`src/rtl/uart_pkg.sv`:
```
// Shared definitions for the UART transmit path: FSM state encoding,
// frame geometry and the default bit period.
package uart_pkg;

  typedef enum logic [2:0] {
    ST_IDLE   = 3'd0,
    ST_START  = 3'd1,
    ST_DATA   = 3'd2,
    ST_PARITY = 3'd3,
    ST_STOP   = 3'd4
  } uart_state_e;

  localparam int UART_DATA_BITS = 8;
  // 143 clocks x 14 ns ~= 2000 ns, the host bit period.
  localparam int CLKS_PER_BIT   = 143;

endpackage

```
`src/rtl/uart_tx_if.sv`:
```
// Byte push handshake between the core's store path and the transmitter.
interface uart_tx_if;
  import uart_pkg::*;

  logic [UART_DATA_BITS-1:0] DIN;
  logic                      DIN_VALID;
  logic                      DIN_READY;

  modport master (output DIN, output DIN_VALID, input  DIN_READY);
  modport slave  (input  DIN, input  DIN_VALID, output DIN_READY);
endinterface

```
`src/rtl/uart_tx_fifo.sv`:
```
// Synchronous single-clock byte FIFO, depth 2**FIFO_AW, no bypass:
// a pushed byte becomes visible at the head on the following cycle.
module uart_tx_fifo
  import uart_pkg::*;
#(
  parameter int FIFO_AW = 4
) (
  input  logic                      clk,
  input  logic                      rst,
  input  logic                      push,
  input  logic [UART_DATA_BITS-1:0] din,
  input  logic                      pop,
  output logic [UART_DATA_BITS-1:0] dout,
  output logic [FIFO_AW:0]          count,
  output logic                      full,
  output logic                      empty
);

  localparam logic [FIFO_AW:0] DEPTH = (FIFO_AW+1)'(1 << FIFO_AW);

  logic [UART_DATA_BITS-1:0] mem_q [2**FIFO_AW];
  logic [FIFO_AW-1:0]        wptr_q, wptr_d;
  logic [FIFO_AW-1:0]        rptr_q, rptr_d;
  logic [FIFO_AW:0]          count_q, count_d;
  logic                      do_push, do_pop;

  assign full    = (count_q == DEPTH);
  assign empty   = (count_q == '0);
  assign count   = count_q;
  assign dout    = mem_q[rptr_q];
  assign do_push = push && !full;
  assign do_pop  = pop && !empty;

  // Pointer and occupancy update; pointers wrap naturally at the depth.
  always_comb begin
    wptr_d  = wptr_q;
    rptr_d  = rptr_q;
    count_d = count_q;
    if (do_push) wptr_d = wptr_q + 1'b1;
    if (do_pop)  rptr_d = rptr_q + 1'b1;
    case ({do_push, do_pop})
      2'b10:   count_d = count_q + 1'b1;
      2'b01:   count_d = count_q - 1'b1;
      default: count_d = count_q;
    endcase
  end

  // Control state, cleared by reset so a reset drops every queued byte.
  always_ff @(posedge clk) begin
    if (rst) begin
      wptr_q  <= '0;
      rptr_q  <= '0;
      count_q <= '0;
    end else begin
      wptr_q  <= wptr_d;
      rptr_q  <= rptr_d;
      count_q <= count_d;
    end
  end

  // Storage array; contents need no reset since count gates visibility.
  always_ff @(posedge clk) begin
    if (do_push) mem_q[wptr_q] <= din;
  end

endmodule

```
`src/rtl/uart_tx.sv`:
```
// UART transmitter: FIFO-buffered bytes sent LSB-first as start, 8 data,
// optional even parity, stop. Define UART_TX_PARITY_EN for 11-bit frames
// with even parity; otherwise frames are plain 8N1.
module uart_tx
  import uart_pkg::*;
#(
  parameter int CLKS_PER_BIT = uart_pkg::CLKS_PER_BIT,
  parameter int FIFO_AW      = 4
) (
  input  logic           CLK,
  input  logic           RST,
  uart_tx_if.slave       tx_if,
  output logic           RS_TX,
  output logic           BUSY,
  output logic [FIFO_AW:0] FIFO_COUNT
);

  localparam int BAUD_W = $clog2(CLKS_PER_BIT);

  uart_state_e               state_q, state_d;
  logic [BAUD_W-1:0]         baud_q, baud_d;
  logic [2:0]                idx_q, idx_d;
  logic [UART_DATA_BITS-1:0] shift_q, shift_d;
  logic                      tx_q, tx_d;
`ifdef UART_TX_PARITY_EN
  logic                      parity_q, parity_d;
`endif

  logic                      pop, push, full, empty, baud_end;
  logic [UART_DATA_BITS-1:0] fifo_dout;

  assign push            = tx_if.DIN_VALID && tx_if.DIN_READY;
  assign tx_if.DIN_READY = !full && !RST;
  assign baud_end        = (baud_q == BAUD_W'(CLKS_PER_BIT - 1));
  assign RS_TX           = tx_q;
  assign BUSY            = (state_q != ST_IDLE) || !empty;

  uart_tx_fifo #(.FIFO_AW(FIFO_AW)) u_fifo (
    .clk   (CLK),
    .rst   (RST),
    .push  (push),
    .din   (tx_if.DIN),
    .pop   (pop),
    .dout  (fifo_dout),
    .count (FIFO_COUNT),
    .full  (full),
    .empty (empty)
  );

  // Next-state logic; tx_d is the line level for the coming cycle so the
  // pin is driven straight from a flop.
  always_comb begin
    state_d = state_q;
    baud_d  = baud_end ? '0 : baud_q + BAUD_W'(1);
    idx_d   = idx_q;
    shift_d = shift_q;
    tx_d    = tx_q;
    pop     = 1'b0;
`ifdef UART_TX_PARITY_EN
    parity_d = parity_q;
`endif
    case (state_q)
      ST_IDLE: begin
        tx_d   = 1'b1;
        baud_d = '0;
        if (!empty) begin
          pop     = 1'b1;
          shift_d = fifo_dout;
`ifdef UART_TX_PARITY_EN
          parity_d = ^fifo_dout;
`endif
          state_d = ST_START;
          tx_d    = 1'b0;
        end
      end
      ST_START: begin
        if (baud_end) begin
          state_d = ST_DATA;
          idx_d   = '0;
          tx_d    = shift_q[0];
        end
      end
      ST_DATA: begin
        if (baud_end) begin
          if (idx_q == 3'(UART_DATA_BITS - 1)) begin
`ifdef UART_TX_PARITY_EN
            state_d = ST_PARITY;
            tx_d    = parity_q;
`else
            state_d = ST_STOP;
            tx_d    = 1'b1;
`endif
          end else begin
            shift_d = shift_q >> 1;
            idx_d   = idx_q + 3'd1;
            tx_d    = shift_q[1];
          end
        end
      end
`ifdef UART_TX_PARITY_EN
      ST_PARITY: begin
        if (baud_end) begin
          state_d = ST_STOP;
          tx_d    = 1'b1;
        end
      end
`endif
      ST_STOP: begin
        if (baud_end) begin
          // Chain straight into the next frame when more data is queued.
          if (!empty) begin
            pop     = 1'b1;
            shift_d = fifo_dout;
`ifdef UART_TX_PARITY_EN
            parity_d = ^fifo_dout;
`endif
            state_d = ST_START;
            tx_d    = 1'b0;
          end else begin
            state_d = ST_IDLE;
            tx_d    = 1'b1;
          end
        end
      end
      default: begin
        state_d = ST_IDLE;
        tx_d    = 1'b1;
      end
    endcase
  end

  // FSM, baud counter, bit index, shift register and line flop.
  always_ff @(posedge CLK) begin
    if (RST) begin
      state_q <= ST_IDLE;
      baud_q  <= '0;
      idx_q   <= '0;
      shift_q <= '0;
      tx_q    <= 1'b1;
`ifdef UART_TX_PARITY_EN
      parity_q <= 1'b0;
`endif
    end else begin
      state_q <= state_d;
      baud_q  <= baud_d;
      idx_q   <= idx_d;
      shift_q <= shift_d;
      tx_q    <= tx_d;
`ifdef UART_TX_PARITY_EN
      parity_q <= parity_d;
`endif
    end
  end

endmodule

```
`src/flat_wrapper.sv`:
```
// flat-port wrapper written by rule: the top's interface ports become plain ports
module uart_tx_flat import uart_pkg::*;
#(
  parameter int CLKS_PER_BIT = uart_pkg::CLKS_PER_BIT,
  parameter int FIFO_AW      = 4
)
  (CLK, RST, RS_TX, BUSY, FIFO_COUNT, tx_if_DIN, tx_if_DIN_VALID, tx_if_DIN_READY);
  uart_tx_if tx_if_i ();
  input  logic CLK;
  input  logic RST;
  output logic RS_TX;
  output logic BUSY;
  output logic [FIFO_AW:0] FIFO_COUNT;
  input wire logic [$bits(tx_if_i.DIN)-1:0] tx_if_DIN;
  input wire logic [$bits(tx_if_i.DIN_VALID)-1:0] tx_if_DIN_VALID;
  output wire logic [$bits(tx_if_i.DIN_READY)-1:0] tx_if_DIN_READY;
  assign tx_if_i.DIN = tx_if_DIN;
  assign tx_if_i.DIN_VALID = tx_if_DIN_VALID;
  assign tx_if_DIN_READY = tx_if_i.DIN_READY;
  uart_tx #(.CLKS_PER_BIT(CLKS_PER_BIT), .FIFO_AW(FIFO_AW)) u_core (.CLK(CLK), .RST(RST), .tx_if(tx_if_i), .RS_TX(RS_TX), .BUSY(BUSY), .FIFO_COUNT(FIFO_COUNT));
endmodule
```
`config.mk`:
```
export PLATFORM = sky130hd
export DESIGN_NAME = uart_tx_flat
export DESIGN_NICKNAME = d
export VERILOG_FILES = /design/src/rtl/uart_pkg.sv /design/src/rtl/uart_tx_if.sv /design/src/rtl/uart_tx_fifo.sv /design/src/rtl/uart_tx.sv /design/src/flat_wrapper.sv
export SDC_FILE = /design/constraint.sdc
export NUM_CORES = 1
export LEC_CHECK = 0
export BUFFER_PORTS_ARGS = -buffer_cell sky130_fd_sc_hd__buf_2
export CORE_UTILIZATION = 40
export DETAILED_ROUTE_END_ITERATION = 8
export GPL_TIMING_DRIVEN = 0
export MAX_ROUTING_LAYER = met4
export PLACE_DENSITY = 0.56
export RECOVER_POWER = 100
export SLEW_MARGIN = 20
export SYNTH_ARGS = -nofsm -noshare
export SYNTH_HDL_FRONTEND = slang
export SYNTH_SLANG_ARGS = --single-unit
```
`constraint.sdc`:
```
create_clock -name CLK -period 2.8 [get_ports CLK]
set_input_delay 0.42 -clock CLK [delete_from_list [all_inputs] [get_ports CLK]]
set_output_delay 0.42 -clock CLK [all_outputs]
set_load 0.005 [all_outputs]
```
==> results.toml, run 1 <==
[status]
status = "finished, final reports clean"

[yosys]
ys_ff_latch = 168
syn-instance-count = 484
yosysTopAreaCell = "edfxtp_1"
synth_edf_count = 128
synth_most_common_cell = "edfxtp_1"
yosys_warnings = 0
synth_ff_type = "edfxtp_1"
synth.cell_area_um2 = 7120
yosys-top-cells-area = "edfxtp_1, dfxtp_1, mux4_2, mux2_2, nor2_1"
ys_seq_area_frac = 0.652
yosysTopAreaCellShare = 0.540
synthTopCellsByCount = "edfxtp_1, nor2_1, dfxtp_1"
synth_fp_nets = 506
ys_types = 61
async_flop_share = 0
avgSynthCellArea_um2 = 14.7

[global_routing]
grt_pass1_wl_mm = 23.2
grt_overflow = 0
grt_start_max_net_pins = 17
first_global_vias = 4091
antenna_found_initial = 0
grt_use_total = 0.180

[worst_setup_path]
reg2reg_to = "u_core.u_fifo.count[4]"
path_cells = "or2_4 > a21o_2 > buf_6 > nor2_4 > ha_4 > buf_6 > xor2_1 > ha_2 > o21ai_1 > o41ai_4 > mux2i_1 > mux2_1"
arrival_ns = 3.01
crit_cells = 12
cp_max_fo = 10
r2r_setup_slack_ns = 0.11
critPathCapture = "u_core.u_fifo.count[4]"
critical_path.top_delay_family = "multiplexers"
crit_buf_inv = 2
worstSetupEndpointType = "register"
cp.required_ns = 3.12
slowest_delay_ns = 0.35
r2r_cells = 12
cp_slowest_cell = "dfxtp_2"
worstSetupStartpoint = "u_core.state_q[0]"
worst_setup_path_start_kind = "register"
r2r-start = "u_core.state_q[0]"
crit_top_cell = "buf_6"
crit_type = "reg -> reg"

[timing]
worst_pin_slew_ns = 0.958
hold_viol = 0
skew_ns = 0.0270
setup_viol = 0
rsz0062_at_grt = "no"
slew_headroom = 0.359
fin_crit_ns = 2.69
tns_ns = 0
fin_hold_ws_ns = 0.398
fin_crit_sh = 0.961
fmax_mhz = 372
final_max_slew_viol_count = 0

[floorplan]
die_w_um = 135
core.rowCount = 48
coreArea_um2 = 17400
die_y_um = 135
num_io_pins = 19
die_area_um2 = 18300
initial_core_util = 0.410

[clock_network]
clk_pin_slew_ns = 0.06
clockRootBuffer = "clkbuf_16"
cts_hold_buf = 0
clock_sinks = 168
cts_inserted_buffers = 17
cts_buffer_depth = 2
clock_latency_ns = 0.44
cts_tree = "yes"
htreeDepth = 4

[detailed_routing]
drt_iter0_drc = 366
detail-route-antenna-nets = 0
wl_per_cell_um = 19.4
vias_per_cell = 5.36
routed_wl_mm = 14.9
drc = 0
dr_total_vias = 4106
dr.pass1.iters = 4

[place]
postPlaceCellArea_um2 = 7540
gp_congestion = 0.819
dp_hpwl_mm = 9.87
port_buffers = 18
post-place-cells = 731

[power_and_ir_drop]
power_density_nw_per_um2 = 864
p_leak_nw = 2.69
peakVddDrop_mv = 0.538

[min_path]
hold_class = "in -> reg"

[finish]
fillers = 1541
postLayoutCellArea_um2 = 8130
syn_to_final_growth_pct = 14.2
layout-drive-gt1-share = 0.218
n_antenna_cell = 0
fin_nets = 551
finalNonFillerCells = 766

[run]
max_cap_viol_count = 0
[worst reg2reg max path, stage by stage (launching register included)]
cell and delay, ns:
dfxtp_2 0.35, or2_4 0.27, a21o_2 0.19, buf_6 0.14, nor2_4 0.13, ha_4 0.16
buf_6 0.13, xor2_1 0.17, ha_2 0.20, o21ai_1 0.10, o41ai_4 0.07, mux2i_1 0.33
mux2_1 0.35
[stage by stage]
step                utilization  setup WS (ns)  total power [mW]
finish                    0.468          0.110              7.02
global route              0.468         0.0226              7.35
CTS                       0.470        0.00370              7.06
detailed placement        0.435         -0.374              4.72
global placement          0.432         -0.328              4.69
floorplan                     -         0.0187              4.26
[per-layer routing]
| layer | GRT usage | share of wire | vias to the layer above |
|---|---|---|---|
| met4 | 0.0643 | 0.0095 | 0 |
| met3 | 0.0404 | 0.041 | 11 |
| li1 | - | - | 1942 |
| met1 | 0.239 | 0.47 | 2069 |
| met5 | - | 0 | - |
| met2 | 0.271 | 0.48 | 84 |
[cell usage in the layout (no fill, tap or decap), types with 10 or more instances in the layout]
cell type    n
clkbuf_16   17
edfxtp_1   128
a21oi_1     18
mux4_2      22
mux2_2      25
nand2_1     15
inv_1       13
dfxtp_1     35
nand3_1     10
nor2_1      46
clkbuf_1    30
o22ai_1     12
[power by group]
group          internal [mW]  switching [mW]  total, mW
Combinational          0.840           0.941       1.78
Sequential              2.82           0.116       2.94
Clock                   1.32           0.984       2.30
Total                   4.98            2.04       7.02
[state kept, by name (all words and copies together) (netlist names), named ones only]
signal                count
u_core.RS_TX              1
u_core.baud_q             8
u_core.idx_q              3
u_core.shift_q            8
u_core.state_q            3
u_core.u_fifo.count       5
u_core.u_fifo.mem_q     128
u_core.u_fifo.rptr_q      4
u_core.u_fifo.wptr_q      4
[repair_timing]
action | 4_1_cts | 5_1_grt
setup endpoints to repair | 2 | 2
pin swaps | 2 | 1
resized for setup | 7 | 7
setup buffers | 2 | 2
endpoints found under the hold margin | 0 | 0
gates cloned | 0 | 0
[cells by family (layout without fill, tap and decap cells)]
logic type      after synthesis  after routing  synth area share
xor+xnor                     14             14            0.0172
simple gates                121            121            0.0886
flops                       168            168             0.652
buf+inv                      40             97            0.0288
mux                          53             53             0.118
compound gates               77             77            0.0761
fa+ha+maj                    11             11            0.0193
[worst min path at each step]
stage | depth (start not counted) | slack, ns | start | endpoint
floorplan | 2 | 0.44 | u_core.idx_q[1] | u_core.idx_q[1]
global placement | 2 | 0.45 | u_core.idx_q[2] | u_core.idx_q[2]
detailed placement | 2 | 0.46 | u_core.RS_TX | u_core.RS_TX
CTS | 1 | 0.36 | tx_if_DIN[4] | u_core.u_fifo.mem_q[2][4]
global route | 3 | 0.40 | RST | u_core.state_q[0]
finish | 3 | 0.40 | RST | u_core.state_q[0]
[final cells by class]
cell class	count	area, um^2	share of cell area
multi-input combinational	276	2300	0.283
timing repair buffer	26	116	0.0143
inverter	14	52.6	0.00646
buffer	26	156	0.0192
sequential	168	4650	0.572
tap	225	282	0.0346
clock buffer	17	425	0.0523
clock inverter	14	150	0.0185
Note: power is estimated with default switching activity, not from simulation.
==> run 2: changes to the inputs <==
--- a/config.mk
+++ b/config.mk
@@ -6,11 +6,11 @@
 export NUM_CORES = 1
 export LEC_CHECK = 0
 export BUFFER_PORTS_ARGS = -buffer_cell sky130_fd_sc_hd__buf_2
-export CORE_UTILIZATION = 40
+export CORE_UTILIZATION = 56
 export DETAILED_ROUTE_END_ITERATION = 8
 export GPL_TIMING_DRIVEN = 0
 export MAX_ROUTING_LAYER = met4
-export PLACE_DENSITY = 0.56
+export PLACE_DENSITY = 0.75
 export RECOVER_POWER = 100
 export SLEW_MARGIN = 20
 export SYNTH_ARGS = -nofsm -noshare
==> run 2 against run 1 <==
Compared with the run above: highest routed layer unchanged; sequential cell count unchanged; setup slack better by 0.038 ns; power increased by 3.7%; cell count shrank 7.4%; combinational power about the same; global-route usage increased by 7.2 points; sequential share of layout area increased by 0.057 points; via count is 3.7% higher; clock-buffer cell count did not move; maximum frequency grew 1.4%; register-to-register slack gained 0.04 ns.
==> results.toml, run 2 (synthesized netlist as in run 1, its figures left out) <==
[timing]
worst_pin_slew_ns = 1.03
fin_crit_ns = 2.65
setup_viol = 0
fmax_mhz = 377
final_max_slew_viol_count = 0
skew_ns = 0.00850
rsz0062_at_grt = "no"
slew_headroom = 0.314
hold_viol = 0
fin_crit_sh = 0.947

[power_and_ir_drop]
switching_share = 0.288
p_switching_mw = 2.10
power.total_mw = 7.28
p_int_mw = 5.18
combPwrFrac = 0.249
p_leak_nw = 2.71
power_density_nw_per_um2 = 897
power.share.sequential = 0.404
peakVddDrop_mv = 0.619
power_frac_clock = 0.347

[finish]
layout-drive-gt1-share = 0.226
regMostFlops = "u_core.u_fifo.mem_q"
n_antenna_cell = 0
biggestRegsByFlops = "u_core.u_fifo.mem_q (128), u_core.baud_q (8), u_core.shift_q (8)"
mostFrequentLayoutCells = "edfxtp_1, nor2_1, dfxtp_1"
syn_to_final_growth_pct = 14.0
final_common_cell = "edfxtp_1"
largest_reg_flops = 128
fin_nets = 550
final-seq-area_um2 = 4650
final_util = 0.665
multi_input_area_um2 = 2310
postLayoutCellArea_um2 = 8120
fillers = 873

[worst_setup_path]
crit_type = "reg -> reg"
cp_max_fo = 12
arrival_ns = 2.98
worst_setup_path_start_kind = "register"
cp.required_ns = 3.13
r2r_setup_slack_ns = 0.15
worstSetupEndpointType = "register"

[clock_network]
cts_tree = "yes"
cts_hold_buf = 0
cts_buffer_depth = 2
clock_latency_ns = 0.44
clk_pin_slew_ns = 0.06
htreeDepth = 4
clockRootBuffer = "clkbuf_16"
clock_sinks = 168
cts_inserted_buffers = 17

[global_routing]
first_global_vias = 4210
grt_start_max_net_pins = 17
grt_overflow = 0
antenna_found_initial = 0
grt_use_total = 0.252
grt_pass1_wl_mm = 22.9

[detailed_routing]
detail-route-antenna-nets = 0
dr.pass1.iters = 5
routed_wl_mm = 14.7
drt_iter0_drc = 323
wl_per_cell_um = 20.7
vias_per_cell = 6.01
drc = 0
dr_total_vias = 4258

[place]
gp_congestion = 0.897
port_buffers = 18
postPlaceCellArea_um2 = 7470
dp_hpwl_mm = 9.96

[floorplan]
die_y_um = 115
coreArea_um2 = 12200
core.rowCount = 40
initial_core_util = 0.583
die_w_um = 115
die_area_um2 = 13200
num_io_pins = 19

[run]
max_cap_viol_count = 0

[min_path]
hold_class = "in -> reg"

[status]
status = "finished, final reports clean"
## run 2: metrics by stage
step	TNS [ns]	worst slack, ns	std cells	hold slack [ns]
6_report	0	0.148	709	0.379
5_1_grt	0	0.0590	709	0.395
4_1_cts	0	0.00634	708	0.354
3_5_place_dp	-0.677	-0.400	674	0.454
3_3_place_gp	-4.77	-0.315	670	0.449
2_1_floorplan	0	0.0187	484	0.436
## run 2: per-layer routing
| metal | track usage | up-vias | wire [um] |
|---|---|---|---|
| met1 | 0.329 | 2121 | 6200 |
| li1 | - | 1942 | - |
| met2 | 0.387 | 173 | 7260 |
| met3 | 0.0532 | 22 | 954 |
| met5 | - | - | 0 |
| met4 | 0.109 | 0 | 277 |
## run 2: power groups by stage
stage | combinational, mW | sequential (mW) | clock, mW
after floorplan | 1.30 | 2.96 | 0
after global placement | 1.66 | 2.98 | 0
after detailed placement | 1.72 | 2.98 | 0
after CTS | 1.77 | 2.94 | 2.54
after global routing | 1.96 | 2.95 | 2.64
final | 1.81 | 2.94 | 2.53
## run 2: critical path, stage by stage, from the launching register on
cell and delay [ns]:
dfxtp_1 0.50, nor4_4 0.10, a21o_2 0.23, buf_6 0.14, nor2_4 0.17, ha_4 0.22, xor2_1 0.17, ha_2 0.22
o21ai_2 0.07, o41ai_4 0.06, mux2i_2 0.32, mux2_4 0.32
## run 2: path summary, 6_finish.rpt
kind         cells after the start                endpoint              startpoint
max                             11  u_core.u_fifo.count[4]  u_core.u_fifo.count[0]
min                              3       u_core.state_q[0]                     RST
max reg2reg                     11  u_core.u_fifo.count[4]  u_core.u_fifo.count[0]
min reg2reg                      1        u_core.baud_q[0]        u_core.baud_q[0]
## run 2: cell type report
cell class | instances | area share
inverters | 14 | 0.00647
repair buffers | 26 | 0.0145
multi-input cells | 276 | 0.284
plain buffers | 25 | 0.0179
flip-flops and latches | 168 | 0.573
well taps | 168 | 0.0259
clock buffers | 17 | 0.0524
clock inverters | 15 | 0.0259
## run 2: timing repair
item                       in CTS  in global routing
buffers inserted                2                  2
setup endpoints to repair       2                  2
resized for setup               8                  7
pin swaps                       2                  3
cloned                          0                  0
==> run 3: changes to the inputs <==
--- a/config.mk
+++ b/config.mk
@@ -5,13 +5,12 @@
 export SDC_FILE = /design/constraint.sdc
 export NUM_CORES = 1
 export LEC_CHECK = 0
-export BUFFER_PORTS_ARGS = -buffer_cell sky130_fd_sc_hd__buf_2
+export BUFFER_PORTS_ARGS = -buffer_cell sky130_fd_sc_hd__clkbuf_2
 export CORE_UTILIZATION = 56
 export DETAILED_ROUTE_END_ITERATION = 8
 export GPL_TIMING_DRIVEN = 0
 export MAX_ROUTING_LAYER = met4
 export PLACE_DENSITY = 0.75
-export RECOVER_POWER = 100
 export SLEW_MARGIN = 20
 export SYNTH_ARGS = -nofsm -noshare
 export SYNTH_HDL_FRONTEND = slang
==> run 3 against run 2 <==
Compared with the run above: clock power shrank 13%; sequential share of layout area up 0.17 points; first-iteration DRC count grew 15%; largest power group unchanged; core utilization shrank 0.072 points; power shrank 4.1%; highest routed layer unchanged; largest cell class unchanged; combinational power barely moved; maximum frequency shrank 2.1%; design area fell by 0.11%.
==> results.toml, run 3 (synthesized netlist as in run 1, its figures left out) <==
[finish]
postLayoutCellArea_um2 = 8110
final_common_cell = "edfxtp_1"
finalNonFillerCells = 708
fin_nets = 549
fillers = 860
layout-drive-gt1-share = 0.267
n_antenna_cell = 0
syn_to_final_growth_pct = 13.9
regMostFlops = "u_core.u_fifo.mem_q"
largest_reg_flops = 128
mostFrequentLayoutCells = "edfxtp_1, nor2_1, dfxtp_1"
biggestRegsByFlops = "u_core.u_fifo.mem_q (128), u_core.baud_q (8), u_core.shift_q (8)"

[clock_network]
cts_tree = "yes"
cts_inserted_buffers = 17
clock_latency_ns = 0.42
clk_pin_slew_ns = 0.06
cts_hold_buf = 0
clockRootBuffer = "clkbuf_16"
cts_buffer_depth = 2
clock_sinks = 168
htreeDepth = 4

[detailed_routing]
dr.pass1.iters = 5
vias_per_cell = 6.03
drc = 0
drt_iter0_drc = 370
dr_total_vias = 4266
detail-route-antenna-nets = 0
wl_per_cell_um = 20.7
routed_wl_mm = 14.7

[timing]
final_max_slew_viol_count = 0
fin_hold_ws_ns = 0.388
tns_ns = 0
skew_ns = 0.00554
layout_setup_ws_ns = 0.0910
rsz0062_at_grt = "no"
fin_crit_ns = 2.71
fin_crit_sh = 0.968
slew_headroom = 0.316
setup_viol = 0
fmax_mhz = 369
hold_viol = 0
worst_pin_slew_ns = 1.02

[place]
dp_hpwl_mm = 9.78
post-place-cells = 674
postPlaceCellArea_um2 = 7470
port_buffers = 18
dp_slack_ns = -0.356
gp_congestion = 0.893

[global_routing]
first_global_vias = 4186
grt_pass1_wl_mm = 22.4
grt_overflow = 0
grt_start_max_net_pins = 17
grt_use_total = 0.247
antenna_found_initial = 0

[worst_setup_path]
cp.required_ns = 3.11
cp_max_fo = 10
worst_setup_path_start_kind = "register"
arrival_ns = 3.02
crit_type = "reg -> reg"
worstSetupEndpointType = "register"

[floorplan]
coreArea_um2 = 12200
die_w_um = 115
num_io_pins = 19
die_y_um = 115
die_area_um2 = 13200
initial_core_util = 0.583
core.rowCount = 40

[min_path]
hold_class = "in -> reg"

[power_and_ir_drop]
peakVddDrop_mv = 0.560
p_leak_nw = 2.74
power_density_nw_per_um2 = 861

[status]
status = "finished, final reports clean"

[run]
max_cap_viol_count = 0
## run 3: cell count changes in the layout (fill, tap and decap cells not counted), moves of 5 or more
cell / change
clkinv_4: +7
inv_6: -6
buf_2: -5
buf_4: +7
clkbuf_1: -16
clkbuf_2: +16
## run 3: per-stage QoR
stage          power (mW)  utilization
2_1_floorplan        4.26            -
3_3_place_gp         4.64        0.608
3_5_place_dp         4.70        0.612
4_1_cts              6.92        0.661
5_1_grt              7.25        0.664
6_report             6.99        0.664
## run 3: metal layers
metal  up-vias  routed length [um]  track usage
li1       1943                   -            -
met1      2094                6240        0.321
met2       187                7010        0.378
met3        42                 887       0.0490
met4         0                 519        0.120
met5         -                   0            -
## run 3: worst paths after layout
path / startpoint / end / slack (ns) / cells past startpoint
worst max register to register: u_core.baud_q[0] / u_core.u_fifo.count[4] / 0.09 / 13
worst min-delay path: RST / u_core.state_q[0] / 0.39 / 3
worst max-delay path: u_core.baud_q[0] / u_core.u_fifo.count[4] / 0.09 / 13
worst min register to register: u_core.baud_q[0] / u_core.baud_q[0] / 0.44 / 1
## run 3: area by class of cell
class                   instances  area [um^2]  share of cell area
clock buffers                  18          429              0.0529
flip-flops and latches        168         4660               0.574
well taps                     168          210              0.0259
clock inverters                14          129              0.0159
plain buffers                  24          141              0.0174
multi-input cells             276         2340               0.289
inverters                      14         52.6             0.00648
repair buffers                 26          150              0.0185
## run 3: repair_timing
item / 4_1_cts / 5_1_grt
endpoints found under the setup margin: 2 / 2
buffers inserted: 2 / 2
hold endpoints to repair: 0 / 0
gates resized for setup: 9 / 10
pin swaps: 4 / 5
## run 3: worst max-delay path, cell delays in order (launching register included)
cell,delay [ns]
dfxtp_2,0.36
inv_1,0.05
ha_1,0.18
and4b_2,0.24
a21oi_4,0.22
nor2_4,0.07
ha_4,0.16
buf_6,0.13
xor2_2,0.16
ha_2,0.22
o21ai_2,0.08
o41ai_4,0.06
mux2i_1,0.31
mux2_1,0.35
## run 3: power by group
| group | switching, mW | leakage, nW | internal, mW | total [mW] |
|---|---|---|---|---|
| Clock | 0.961 | 0.268 | 1.23 | 2.19 |
| Sequential | 0.131 | 1.48 | 2.83 | 2.96 |
| Combinational | 0.968 | 0.992 | 0.872 | 1.84 |
| Total | 2.06 | 2.74 | 4.93 | 6.99 |
